## src/rtl/rv32is.sv

```systemverilog
// rv32is: single-cycle RV32I integer core.
// One instruction per clk: fetch, decode, execute, memory access, writeback.
// The instruction register lives in the external memory. It latches
// mem[imemaddr>>2] on every posedge, so imemaddr carries the next PC.
// The data memory returns load data already extended for dmemop, and it
// performs the byte-lane placement of store data itself.
// Optional build macro ILLEGAL_HALT_EN: when defined, an unknown opcode
// halts the core as HALT_INSTR does. When undefined, it executes as a NOP.
module rv32is #(
    parameter logic [31:0] RESET_PC   = 32'h0000_0000,
    parameter logic [31:0] HALT_INSTR = 32'hdead10cc
) (
    input  logic        clk,
    input  logic        reset,
    output logic [31:0] imemaddr,
    input  logic [31:0] imemdataout,
    output logic        imemclk,
    output logic [31:0] dmemaddr,
    input  logic [31:0] dmemdataout,
    output logic [31:0] dmemdatain,
    output logic        dmemrdclk,
    output logic        dmemwrclk,
    output logic [2:0]  dmemop,
    output logic        dmemwe,
    output logic [31:0] dbg_pc,
    output logic        done,
    output logic        wb,
    output logic [31:0] reg00,
    output logic [31:0] reg01,
    output logic [31:0] reg02,
    output logic [31:0] reg03,
    output logic [31:0] reg04,
    output logic [31:0] reg05,
    output logic [31:0] reg06,
    output logic [31:0] reg07,
    output logic [31:0] reg08,
    output logic [31:0] reg09,
    output logic [31:0] reg10,
    output logic [31:0] reg11,
    output logic [31:0] reg12,
    output logic [31:0] reg13,
    output logic [31:0] reg14,
    output logic [31:0] reg15,
    output logic [31:0] reg16,
    output logic [31:0] reg17,
    output logic [31:0] reg18,
    output logic [31:0] reg19,
    output logic [31:0] reg20,
    output logic [31:0] reg21,
    output logic [31:0] reg22,
    output logic [31:0] reg23,
    output logic [31:0] reg24,
    output logic [31:0] reg25,
    output logic [31:0] reg26,
    output logic [31:0] reg27,
    output logic [31:0] reg28,
    output logic [31:0] reg29,
    output logic [31:0] reg30,
    output logic [31:0] reg31
);

    localparam logic [6:0] OP_LUI    = 7'b0110111;
    localparam logic [6:0] OP_AUIPC  = 7'b0010111;
    localparam logic [6:0] OP_JAL    = 7'b1101111;
    localparam logic [6:0] OP_JALR   = 7'b1100111;
    localparam logic [6:0] OP_BRANCH = 7'b1100011;
    localparam logic [6:0] OP_LOAD   = 7'b0000011;
    localparam logic [6:0] OP_STORE  = 7'b0100011;
    localparam logic [6:0] OP_IMM    = 7'b0010011;
    localparam logic [6:0] OP_REG    = 7'b0110011;
    localparam logic [6:0] OP_FENCE  = 7'b0001111;
    localparam logic [6:0] OP_SYSTEM = 7'b1110011;

    logic [31:0] pc;
    logic [31:0] rf [0:31];

    logic [31:0] instr;
    logic [6:0]  opcode;
    logic [4:0]  rd, rs1, rs2;
    logic [2:0]  funct3;
    logic [31:0] imm_i, imm_s, imm_b, imm_u, imm_j;
    logic [31:0] rs1_val, rs2_val;

    logic [31:0] alu_b, alu_out;
    logic [4:0]  shamt;

    logic [31:0] next_pc;
    logic [31:0] rd_val;
    logic        rd_we;
    logic        is_store;
    logic        unknown_op;
    logic        halt;
    logic        active;

    assign instr  = imemdataout;
    assign opcode = instr[6:0];
    assign rd     = instr[11:7];
    assign funct3 = instr[14:12];
    assign rs1    = instr[19:15];
    assign rs2    = instr[24:20];

    assign imm_i = {{20{instr[31]}}, instr[31:20]};
    assign imm_s = {{20{instr[31]}}, instr[31:25], instr[11:7]};
    assign imm_b = {{19{instr[31]}}, instr[31], instr[7], instr[30:25], instr[11:8], 1'b0};
    assign imm_u = {instr[31:12], 12'b0};
    assign imm_j = {{11{instr[31]}}, instr[31], instr[19:12], instr[20], instr[30:21], 1'b0};

    assign rs1_val = (rs1 == 5'd0) ? 32'd0 : rf[rs1];
    assign rs2_val = (rs2 == 5'd0) ? 32'd0 : rf[rs2];

    // Shared ALU for register-register and register-immediate operations
    always_comb begin
        alu_b   = (opcode == OP_REG) ? rs2_val : imm_i;
        shamt   = alu_b[4:0];
        alu_out = 32'd0;
        case (funct3)
            3'b000: alu_out = (opcode == OP_REG && instr[30]) ? rs1_val - alu_b : rs1_val + alu_b;
            3'b001: alu_out = rs1_val << shamt;
            3'b010: alu_out = {31'd0, $signed(rs1_val) < $signed(alu_b)};
            3'b011: alu_out = {31'd0, rs1_val < alu_b};
            3'b100: alu_out = rs1_val ^ alu_b;
            3'b101: alu_out = instr[30] ? $unsigned($signed(rs1_val) >>> shamt) : rs1_val >> shamt;
            3'b110: alu_out = rs1_val | alu_b;
            default: alu_out = rs1_val & alu_b;
        endcase
    end

    // Decode: next PC, register writeback value and store request
    always_comb begin
        next_pc    = pc + 32'd4;
        rd_val     = 32'd0;
        rd_we      = 1'b0;
        is_store   = 1'b0;
        unknown_op = 1'b0;
        case (opcode)
            OP_LUI: begin
                rd_we  = 1'b1;
                rd_val = imm_u;
            end
            OP_AUIPC: begin
                rd_we  = 1'b1;
                rd_val = pc + imm_u;
            end
            OP_JAL: begin
                rd_we   = 1'b1;
                rd_val  = pc + 32'd4;
                next_pc = pc + imm_j;
            end
            OP_JALR: begin
                rd_we   = 1'b1;
                rd_val  = pc + 32'd4;
                next_pc = (rs1_val + imm_i) & 32'hFFFF_FFFE;
            end
            OP_BRANCH: begin
                case (funct3)
                    3'b000: if (rs1_val == rs2_val) next_pc = pc + imm_b;
                    3'b001: if (rs1_val != rs2_val) next_pc = pc + imm_b;
                    3'b100: if ($signed(rs1_val) <  $signed(rs2_val)) next_pc = pc + imm_b;
                    3'b101: if ($signed(rs1_val) >= $signed(rs2_val)) next_pc = pc + imm_b;
                    3'b110: if (rs1_val <  rs2_val) next_pc = pc + imm_b;
                    3'b111: if (rs1_val >= rs2_val) next_pc = pc + imm_b;
                    default: next_pc = pc + 32'd4;
                endcase
            end
            OP_LOAD: begin
                rd_we  = 1'b1;
                rd_val = dmemdataout;
            end
            OP_STORE: is_store = 1'b1;
            OP_IMM, OP_REG: begin
                rd_we  = 1'b1;
                rd_val = alu_out;
            end
            OP_FENCE, OP_SYSTEM: rd_we = 1'b0;
            default: unknown_op = 1'b1;
        endcase
    end

    // Width/sign code for the data memory, shared by loads and stores
    always_comb begin
        case (funct3)
            3'b000:  dmemop = 3'b001;
            3'b001:  dmemop = 3'b010;
            3'b100:  dmemop = 3'b101;
            3'b101:  dmemop = 3'b110;
            default: dmemop = 3'b000;
        endcase
    end

`ifdef ILLEGAL_HALT_EN
    assign halt = (instr == HALT_INSTR) || unknown_op;
`else
    assign halt = (instr == HALT_INSTR);
`endif

    assign done   = halt;
    assign active = !reset && !halt;

    // While halted, keep refetching the halt word so the core stays parked
    assign imemaddr   = reset ? RESET_PC : (halt ? pc : next_pc);
    assign imemclk    = clk;
    assign dmemrdclk  = clk;
    assign dmemwrclk  = clk;
    assign dmemaddr   = rs1_val + (is_store ? imm_s : imm_i);
    assign dmemdatain = rs2_val;
    assign dmemwe     = is_store && active;

    // Architectural state update: PC, commit trace and register file
    always_ff @(posedge clk) begin
        if (reset) begin
            pc     <= RESET_PC;
            wb     <= 1'b0;
            dbg_pc <= 32'd0;
            for (int i = 0; i < 32; i++) rf[i] <= 32'd0;
        end else if (halt) begin
            wb <= 1'b0;
        end else begin
            pc     <= next_pc;
            wb     <= 1'b1;
            dbg_pc <= pc;
            if (rd_we && rd != 5'd0) rf[rd] <= rd_val;
        end
    end

    assign reg00 = 32'd0;
    assign reg01 = rf[1];
    assign reg02 = rf[2];
    assign reg03 = rf[3];
    assign reg04 = rf[4];
    assign reg05 = rf[5];
    assign reg06 = rf[6];
    assign reg07 = rf[7];
    assign reg08 = rf[8];
    assign reg09 = rf[9];
    assign reg10 = rf[10];
    assign reg11 = rf[11];
    assign reg12 = rf[12];
    assign reg13 = rf[13];
    assign reg14 = rf[14];
    assign reg15 = rf[15];
    assign reg16 = rf[16];
    assign reg17 = rf[17];
    assign reg18 = rf[18];
    assign reg19 = rf[19];
    assign reg20 = rf[20];
    assign reg21 = rf[21];
    assign reg22 = rf[22];
    assign reg23 = rf[23];
    assign reg24 = rf[24];
    assign reg25 = rf[25];
    assign reg26 = rf[26];
    assign reg27 = rf[27];
    assign reg28 = rf[28];
    assign reg29 = rf[29];
    assign reg30 = rf[30];
    assign reg31 = rf[31];

endmodule

```

## config.mk

```make
export PLATFORM = sky130hd
export DESIGN_NAME = rv32is
export DESIGN_NICKNAME = d
export VERILOG_FILES = /design/src/rtl/rv32is.sv
export SDC_FILE = /design/constraint.sdc
export NUM_CORES = 2
export LEC_CHECK = 0
export CAP_MARGIN = 20
export CORE_AREA = 5 5 469 471
export DETAILED_ROUTE_END_ITERATION = 8
export DIE_AREA = 0 0 474 476
export DONT_BUFFER_PORTS = 1
export HOLD_SLACK_MARGIN = 0.02
export SKIP_CTS_REPAIR_TIMING = 1
export SYNTH_ARGS = -nofsm -noshare
export SYNTH_HDL_FRONTEND = slang
export SYNTH_SLANG_ARGS = --single-unit
export TNS_END_PERCENT = 100
```

## constraint.sdc

```tcl
create_clock -name clk -period 15.56 [get_ports clk]
set_input_delay 4.668 -clock clk [delete_from_list [all_inputs] [get_ports clk]]
set_output_delay 4.668 -clock clk [all_outputs]
set_load 0.005 [all_outputs]
```

==> flow_summary.ini <==
[global_route]
use_met1_pct = 45.3
grt_pass1_wl_mm = 615
grtUsageMet3_pct = 19.6
grt_pass1_vias = 63700
gr-usage-all-layers_pct = 40.3
overflow = 0
grt_max_degree = 306
busiest_layer = met2
antenna_found_initial = 40
gr-usage-met2_pct = 59.5

[worst_setup_path]
reg2reg_depth = 21
path_common_cell = buf_4
cp_num_buf_inv = 6
cpLargestDelayFamily = simple AND/OR/NAND/NOR gates
path_depth = 23
cp-start-kind = primary input
max_stage_delay_ps = 900
endpoint_kind = primary output
crit_required_ps = 10890
path_cells = nor3_2, buf_4, a21oi_1, o21ai_0, buf_4, a221oi_1, or3_1, ha_1, nand2_1, nor4b_2, buf_4, nand3_1, buf_4, o21ba_2, nor4_1, or3_1, and3b_1, or2_2, a21oi_1, buf_4, a221oi_1, a211oi_1, buf_4
arrival_ps = 11910
critPathMaxFanout = 216
critPathSlowestCell = nor3_2
path_class = in2out

[power]
leakagePower_nw = 29.6
p_per_area_nw_per_um2 = 101
peakVddDrop_mv = 0.0954

[finish]
final_nets = 7174
area_growth_pct = 12.0
num-fill-cells = 21200
drive_gt1_share_pct = 20.7
final_cells = 9860
utilization_pct = 38.7

[logic_synthesis]
synth-edff-count = 1024
synthesis.instances = 6916
synth-main-ff-cell = edfxtp_1
ys_types = 126
mappedNetlistArea_um2 = 74600
synth_area_per_cell_um2 = 10.8
synthTopCellsByCount = nor2_1, edfxtp_1, mux4_2
synthDominantCellAreaShare_pct = 41.2
synth-seq-cells = 1089
synth.most_common_cell = nor2_1
yosys.area.top_type = edfxtp_1
synthTopCellsByArea = edfxtp_1, mux4_2, nor2_1, ha_1, mux2i_1
synthArstFlopShare_pct = 0
yosysSeqAreaShare_pct = 43.0
yosysWarnings = 0

[placement]
placed_cells = 9583
io_buffers = 0
gp_congestion = 1.03
dp_hpwl_mm = 349

[status]
violations = slew limit, setup timing
run_status = complete, but fails checks

[clocking]
tritoncts = built
numCtsBuffers = 120
clockBufferDepth = 3
insertion_delay_ps = 850
htreeDepth = 3
cts_root_buf = clkbuf_16
clkSlewWorstSetupHoldPaths_ps = 60
cts.sink_count = 1089

[timing]
worst_pin_slew_ps = 2910
max_freq_ghz = 0.0603
hold_violations = 0
fin_crit_sh_pct = 107
max_slew_margin_pct = -94.0
skew_ps = 81.7
setup_slack_ps = -1020
finalMaxSlewViolations = 171
finalSetupViolations = 31
period_needed_ps = 16580

[floorplanning]
initial_utilization_pct = 34.6
die_y_um = 476
die_width_um = 474
dieArea_um2 = 226000
top_level_ports = 1227
coreArea_um2 = 216000
rows = 171

[drt]
wl_per_cell_um = 49.3
drt_pre_antenna_iters = 8
totalWireLength_mm = 486
drc = 0
vias_per_cell = 7.12
vias = 70200
ant_nets = 0
drtIter0Drc = 13000

[job]
maxCapViolCount = 0

[hold_path]
whs_path_depth = 2
hold_class = reg2reg
area by class of cell:
class                   count  area (um^2)  share of cell area [%]
diodes                     22         55.1                  0.0659
repair buffers            447         4070                    4.87
clock inverters            76          721                   0.863
multi-input cells        5049        39300                    47.0
flip-flops and latches   1089        32100                    38.4
inverters                 175          657                   0.786
well taps                2854         3570                    4.28
clock buffers             148         3140                    3.76
cells in the final DEF, fill, tap and decap left out, types with 52 or more instances in the layout:
master	instances
nor2_1	1231
edfxtp_1	1024
mux4_2	444
buf_4	397
a21oi_1	386
nand2_1	377
mux2i_1	245
o21ai_0	220
ha_1	219
inv_1	160
clkbuf_16	137
nor3_1	131
xnor2_1	106
mux2_2	89
nand3_1	87
o221ai_1	80
nor2_2	75
a21o_1	72
a211oi_1	68
a221oi_1	67
dfxtp_1	65
conb_1	64
a22oi_1	59
xor2_1	58
a22o_1	52
routing by layer:
layer	share of wire [%]	routed length [um]
met5	0.050	241
met4	10	49200
met3	17	82300
met2	41	200000
met1	32	154000
power breakdown:
part / total, mW / leakage [nW] / switching (mW) / internal, mW
clock: 2.91 / 1.86 / 1.33 / 1.57
sequential: 3.51 / 11.1 / 0.212 / 3.30
combinational: 2.05 / 16.6 / 1.34 / 0.710
total: 8.47 / 29.6 / 2.89 / 5.58
worst reg2reg max path: cells and delay by family, from the launching register on:
| kind | cells | cell delay [ps] |
|---|---|---|
| adder cells (fa/ha/maj) | 1 | 290 |
| buffers and inverters | 3 | 840 |
| multiplexers | 3 | 1460 |
| AO/OA/AOI/OAI | 8 | 2820 |
| XOR/XNOR | 1 | 200 |
| AND/OR/NAND/NOR | 5 | 1160 |
| flip-flops | 1 | 590 |
kinds of logic (layout without fill, tap and decap cells):
family | after synthesis | in the layout | synth area share, %
and+or+nand+nor | 2319 | 2319 | 13.8
AOI/OAI and AO/OA | 1487 | 1487 | 13.7
DFF | 1089 | 1089 | 43.0
buffers and inverters | 841 | 846 | 5.43
other | 1 | 86 | 0.00503
xor gates and xnor gates | 164 | 164 | 1.93
muxes | 789 | 789 | 18.2
adders and majority gates | 226 | 226 | 3.86
stage by stage:
step | hold slack (ps) | area (um^2) | setup TNS (ps) | setup slack (ps) | total power, mW
floorplan | 440 | 74800 | 0 | 170 | 4.57
global placement | 462 | 78800 | -8170 | -511 | 5.42
detailed placement | 464 | 78900 | -878 | -176 | 5.42
CTS | 472 | 82700 | -1940 | -238 | 8.27
global route | 491 | 83500 | -13740 | -606 | 8.60
finish | 468 | 83500 | -27120 | -1020 | 8.47
worst paths after layout:
path,to,slack [ps],start
worst max-delay path,imemaddr[31],-1020,imemdataout[21]
worst min-delay path,dbg_pc[0],470,dbg_pc[0]
worst max register to register,rf[7][31],7870,rf[28][6]
worst min register to register,dbg_pc[0],470,dbg_pc[0]
state kept, by name (all words and copies together) (netlist names):
register	count
dbg_pc	32
pc	32
rf	1024
wb	1
No activity file was read; power rests on OpenSTA's default activity.
